$ cat config.mk
export PLATFORM = sky130hd
export DESIGN_NAME = exe_stage_iter
export DESIGN_NICKNAME = d
export VERILOG_FILES = /design/src/rtl/exe_stage_iter.sv
export SDC_FILE = /design/constraint.sdc
export NUM_CORES = 1
export LEC_CHECK = 0
export CORE_ASPECT_RATIO = 1.1
export CORE_MARGIN = 5
export CORE_UTILIZATION = 30
export CTS_CLUSTER_DIAMETER = 80
export DETAILED_ROUTE_END_ITERATION = 16
export GPL_TIMING_DRIVEN = 0
export PLACE_DENSITY = 0.54
export SETUP_SLACK_MARGIN = 0.1
export SLEW_MARGIN = 30
export SYNTH_ARGS = -nofsm -noshare
export SYNTH_HDL_FRONTEND = slang
export SYNTH_SLANG_ARGS = --single-unit
$ cat constraint.sdc
create_clock -name clk -period 10.3 [get_ports clk]
set_clock_uncertainty 0.1 [all_clocks]
set_input_delay 1.545 -clock clk [delete_from_list [all_inputs] [get_ports clk]]
set_output_delay 1.545 -clock clk [all_outputs]
set_load 0.05 [all_outputs]
$ cat src/rtl/exe_stage_iter.sv
// ARM-style execute stage: registered single-cycle ALU, NZCV status register,
// branch-target adder, and an iterative shift-add multiplier (MUL/MLA).
module exe_stage_iter #(
  parameter int WIDTH = 32,
  parameter int IMM_W = 24
) (
  input  logic             clk,
  input  logic             rst,
  input  logic             flush,
  input  logic             in_valid,
  output logic             in_ready,
  input  logic [3:0]       exe_cmd,
  input  logic             s,
  input  logic [WIDTH-1:0] val1,
  input  logic [WIDTH-1:0] val2,
  input  logic [WIDTH-1:0] val_acc,
  input  logic [WIDTH-1:0] pc,
  input  logic [IMM_W-1:0] imm_signed,
  output logic             out_valid,
  output logic [WIDTH-1:0] alu_res,
  output logic [3:0]       status,
  output logic [WIDTH-1:0] branch_addr
);

  localparam int CNT_W = $clog2(WIDTH + 1);
  localparam int OFF_W = (WIDTH > IMM_W + 2) ? WIDTH : IMM_W + 2;
  localparam int MSB   = WIDTH - 1;

  localparam logic [3:0] CMD_MOV = 4'b0001;
  localparam logic [3:0] CMD_MVN = 4'b1001;
  localparam logic [3:0] CMD_ADD = 4'b0010;
  localparam logic [3:0] CMD_ADC = 4'b0011;
  localparam logic [3:0] CMD_SUB = 4'b0100;
  localparam logic [3:0] CMD_SBC = 4'b0101;
  localparam logic [3:0] CMD_AND = 4'b0110;
  localparam logic [3:0] CMD_ORR = 4'b0111;
  localparam logic [3:0] CMD_EOR = 4'b1000;
  localparam logic [3:0] CMD_MUL = 4'b1010;
  localparam logic [3:0] CMD_MLA = 4'b1011;

  typedef enum logic [1:0] {S_IDLE, S_MUL, S_DONE} state_t;

  state_t             r_state;
  state_t             w_state_nxt;
  logic               w_accept;
  logic               w_is_mul;
  logic [WIDTH-1:0]   w_b;
  logic               w_cin;
  logic [WIDTH:0]     w_sum;
  logic [WIDTH-1:0]   w_res;
  logic               w_c;
  logic               w_v;
  logic [3:0]         w_status_alu;
  logic [OFF_W-1:0]   w_off_ext;

  logic [WIDTH-1:0]   r_alu_res;
  logic               r_out_valid;
  logic [3:0]         r_status;
  logic [WIDTH-1:0]   r_mcand;
  logic [WIDTH-1:0]   r_mplier;
  logic [WIDTH-1:0]   r_acc;
  logic [CNT_W-1:0]   r_cnt;
  logic               r_s;

  assign w_is_mul = (exe_cmd == CMD_MUL) || (exe_cmd == CMD_MLA);
  assign w_accept = in_valid & in_ready & ~flush;

  always_ff @(posedge clk or negedge rst) begin
    if (!rst) r_state <= S_IDLE;
    else      r_state <= w_state_nxt;
  end

  always_comb begin
    w_state_nxt = r_state;
    case (r_state)
      S_IDLE: if (w_accept && w_is_mul) w_state_nxt = S_MUL;
      S_MUL: begin
        if (flush)               w_state_nxt = S_IDLE;
        else if (r_cnt == '0)    w_state_nxt = S_DONE;
      end
      S_DONE: w_state_nxt = (w_accept && w_is_mul) ? S_MUL : S_IDLE;
      default: w_state_nxt = S_IDLE;
    endcase
  end

  always_comb begin
    in_ready = (r_state != S_MUL);
  end

  // Subtraction is a + ~b + cin, so C comes out directly as NOT borrow.
  always_comb begin
    w_b   = val2;
    w_cin = 1'b0;
    case (exe_cmd)
      CMD_ADC: w_cin = r_status[1];
      CMD_SUB: begin w_b = ~val2; w_cin = 1'b1;        end
      CMD_SBC: begin w_b = ~val2; w_cin = r_status[1]; end
      default: ;
    endcase
  end

  assign w_sum = {1'b0, val1} + {1'b0, w_b} + (WIDTH + 1)'(w_cin);

  // NOTE: every variable driven here gets a default first so no latch is inferred.
  always_comb begin
    w_res = '0;
    w_c   = r_status[1];
    w_v   = r_status[0];
    case (exe_cmd)
      CMD_MOV: w_res = val2;
      CMD_MVN: w_res = ~val2;
      CMD_AND: w_res = val1 & val2;
      CMD_ORR: w_res = val1 | val2;
      CMD_EOR: w_res = val1 ^ val2;
      CMD_ADD, CMD_ADC, CMD_SUB, CMD_SBC: begin
        w_res = w_sum[MSB:0];
        w_c   = w_sum[WIDTH];
        w_v   = (val1[MSB] == w_b[MSB]) && (w_sum[MSB] != val1[MSB]);
      end
      default: w_res = '0;
    endcase
  end

  assign w_status_alu = {w_res[MSB], ~|w_res, w_c, w_v};

  // NOTE: sequential state uses non-blocking assignments so all registers update together.
  always_ff @(posedge clk or negedge rst) begin
    if (!rst) begin
      r_alu_res   <= '0;
      r_out_valid <= 1'b0;
      r_status    <= 4'b0000;
      r_mcand     <= '0;
      r_mplier    <= '0;
      r_acc       <= '0;
      r_cnt       <= '0;
      r_s         <= 1'b0;
    end else begin
      r_out_valid <= 1'b0;
      if (w_accept) begin
        if (w_is_mul) begin
          r_mcand  <= val1;
          r_mplier <= val2;
          r_acc    <= (exe_cmd == CMD_MLA) ? val_acc : '0;
          r_cnt    <= CNT_W'(WIDTH);
          r_s      <= s;
        end else begin
          r_alu_res   <= w_res;
          r_out_valid <= 1'b1;
          if (s) r_status <= w_status_alu;
        end
      end else if (r_state == S_MUL && !flush) begin
        if (r_cnt == '0) begin
          r_alu_res   <= r_acc;
          r_out_valid <= 1'b1;
          if (r_s) r_status <= {r_acc[MSB], ~|r_acc, r_status[1:0]};
        end else begin
          if (r_mplier[0]) r_acc <= r_acc + r_mcand;
          r_mcand  <= r_mcand << 1;
          r_mplier <= r_mplier >> 1;
          r_cnt    <= r_cnt - 1'b1;
        end
      end
    end
  end

  assign w_off_ext   = {{(OFF_W - IMM_W){imm_signed[IMM_W-1]}}, imm_signed};
  assign branch_addr = pc + WIDTH'({w_off_ext, 2'b00});

  assign alu_res   = r_alu_res;
  assign out_valid = r_out_valid;
  assign status    = r_status;

endmodule

==> qor.yml <==
yosys:
  yosysTopAreaCellShare_pct: 25.1
  synth_seq_cells: 142
  ys_seq_area_share_pct: 25.1
  yosysTopAreaCell: "dfrtp_1"
  synth_nets: 2150
  synthFlopType: "dfrtp_1"
  synth_edf_count: 0
  yosys_warnings: 0
  netlist_top_cells_area: "dfrtp_1 25%, ha_1 14%, nand2_1 6.3%, xnor2_1 5.8%, o21ai_0 4.6%"
  ys_types: 76
  avgSynthCellArea_um2: 7.73
  async_flop_share_pct: 100
  synthCells: 1828
  netlist_area_mm2: 0.0141
layout:
  diodes: 0
  stdcell_area_mm2: 0.0178
  drive_gt1_share_pct: 3.40
  fin_nets: 2398
  syn_to_final_growth_pct: 26.1
pwr:
  p_int_w: 0.00216
  switching_share_pct: 47.1
  p_leak_nw: 7.72
  vdd_drop_max_v: 0.000134
  p_switching_w: 0.00193
  powerDensity_mw_per_mm2: 230
  p_seq_share_pct: 25.1
  finalPower_w: 0.00409
  power_frac_comb_pct: 58.2
  clock_power_share_pct: 16.7
die:
  die-area_mm2: 0.0516
  coreArea_mm2: 0.0466
  die_w_um: 217
  rows: 83
  start_util_pct: 30.3
  die_h_um: 238
  pin_count: 231
route:
  drt_iter0_markers: 1216
  drt_pre_antenna_iters: 8
  finalWirelength_um: 57100
  avgRoutedWirePerCell_um: 21.3
  ant_nets: 0
  vias_per_cell: 5.53
  drc: 0
  vias: 14800
outcome:
  status: "complete, no violations"
grt:
  grt_max_degree: 80
  grt_pass1_vias: 14300
  use_met1_pct: 27.5
  use_met2_pct: 36.2
  use_met3_pct: 3.46
  grt_usage_pct: 21.3
  top_usage_layer: "met2"
  grt_pass1_wl_um: 85300
  grt_remaining_overflow: 0
  antenna_found_initial: 0
timing:
  finalCritPeriodShare_pct: 86.7
  holdWs_ns: 0.380
  fin_crit_ns: 8.93
  fmaxAchievable_ghz: 0.112
  slew_headroom_pct: 32.1
  worstMarginPinSlew_ns: 1.02
  slew_violations: 0
  grt_setup_unrepaired: "no"
  final-hold-violation-count: 0
  setup_viol: 0
  tns_ns: 0
clock_tree:
  cts.repair.resized: 0
  cts.path.max_buffers: 2
  cts_tree: "done"
  cts_hold_buffers: 0
  clk_latency_ns: 0.46
  root_buffer: "clkbuf_16"
  cts_max_level: 4
  clk_pin_slew_ns: 0.07
  cts_sinks: 142
  post_cts_buffers: 0
  numCtsBuffers: 17
setup_path:
  crit_arrival_ns: 9.19
  critPathKind: "input pin to register"
  cp_max_fo: 10
  setup.worst_path.end_class: "register"
  critPathRequiredTime_ns: 10.56
  startpoint_type: "input pin"
min_path:
  worstHoldPathType: "register to register"
place:
  place.gp.congestion: 0.909
  port_buffers: 228
  dp_hpwl_um: 46200
  placed_area_mm2: 0.0172
flow_run:
  drv_cap: 0
[metrics by stage]
stage | cells | setup slack (ns) | utilization (%)
2_1_floorplan | 1828 | 4.00 | -
3_3_place_gp | 2651 | 1.26 | 36.8
3_5_place_dp | 2652 | 1.24 | 36.9
4_1_cts | 2683 | 1.66 | 38.2
5_1_grt | 2683 | 1.24 | 38.2
6_report | 2683 | 1.37 | 38.2
[synthesized netlist by cell type, types with 5 or more instances]
cell type	count
nor2_1	153
o21a_1	11
clkbuf_1	78
a221oi_1	8
o21ai_0	130
or3_1	8
nand2b_1	18
mux2i_1	22
xor2_1	36
inv_1	114
a211oi_1	13
nor2b_1	21
a22o_1	5
or2_2	7
o41ai_1	7
a22oi_1	46
xnor2_1	94
a221o_1	7
nor4_1	17
buf_1	14
nand2_1	239
o31ai_1	13
buf_2	11
ha_1	157
o22ai_1	22
nor3_1	30
dfrtp_1	142
a21o_1	37
o21bai_1	12
nand3_1	36
nand4_1	7
a21oi_1	110
and2_1	5
nand3b_1	9
o221ai_1	7
a31oi_1	84
and3_1	10
o211ai_1	14
[area by class of cell]
cell class,count,area [um2]
clock inverters,12,188
multi-input cells,1466,9730
clock buffers,19,433
repair buffers,229,2310
well taps,595,744
inverters,114,428
fillers,4793,28800
plain buffers,106,428
flip-flops and latches,142,3550
[placed cells by master, fill, tap and decap left out, types with 18 or more instances in the layout]
cell,count
a21o_1,37
o21ai_0,130
a31oi_1,84
nand2b_1,18
nand2_1,239
xnor2_1,94
nand3_1,36
a22oi_1,46
clkbuf_1,79
clkdlybuf4s50_1,227
a21oi_1,109
inv_1,114
nor2_1,153
nor3_1,30
o22ai_1,22
dfrtp_1,142
nor2b_1,21
mux2i_1,22
ha_1,157
xor2_1,36
[sequential cells by signal, summed over array words and instances (netlist names)]
signal / flops
r_state: 2
out_valid: 1
r_mcand: 32
r_acc: 32
r_cnt: 6
status: 4
r_mplier: 32
alu_res: 32
r_s: 1
[worst paths after layout]
kind                                  start           to  slack [ns]  cells past startpoint
min in group asynchronous               rst   alu_res[0]        0.93                      1
worst max register to register    status[1]    status[2]        5.26                     15
worst min register to register  alu_res[18]  alu_res[18]        0.38                      2
worst min-delay path            alu_res[18]  alu_res[18]        0.38                      2
max in group asynchronous               rst     r_cnt[3]        8.38                      2
worst max-delay path             exe_cmd[0]    status[2]        1.37                     21
[power groups by stage]
stage,logic (W),registers (W),clock network [W]
finish,0.00238,0.00103,0.000684
global route,0.00260,0.00106,0.000718
CTS,0.00237,0.00102,0.000693
detailed placement,0.00236,0.00103,0
global placement,0.00234,0.00102,0
floorplan,0.00153,0.00112,0
[logic make-up after synthesis]
family / share of synthesized area (%)
compound gates: 25.8
fa+ha+maj: 14.5
flops: 25.1
mux: 1.88
simple gates: 18.6
buf+inv: 6.05
xor+xnor: 8.05
[worst max-delay path, stage by stage]
cell and delay [ns]:
clkdlybuf4s50_1 0.58, clkbuf_1 0.54, clkbuf_1 0.62, buf_2 0.40
clkbuf_1 0.52, clkbuf_1 0.50, o21ai_0 0.17, nor3_1 0.52
fa_1 0.35, inv_1 0.06, fa_1 0.43, nand2b_1 0.19
a21oi_1 0.30, o211ai_1 0.16, nor3b_2 0.22, o21ai_0 0.54
a31oi_1 0.20, xnor2_1 0.18, o221ai_1 0.31, or4_1 0.56
o31ai_1 0.26
[layer usage]
metal	share of wire [%]	vias to the layer above
li1	-	7045
met1	43	7152
met2	48	538
met3	6.0	91
met4	3.2	0
met5	0	-
No activity file was read; power rests on OpenSTA's default activity.
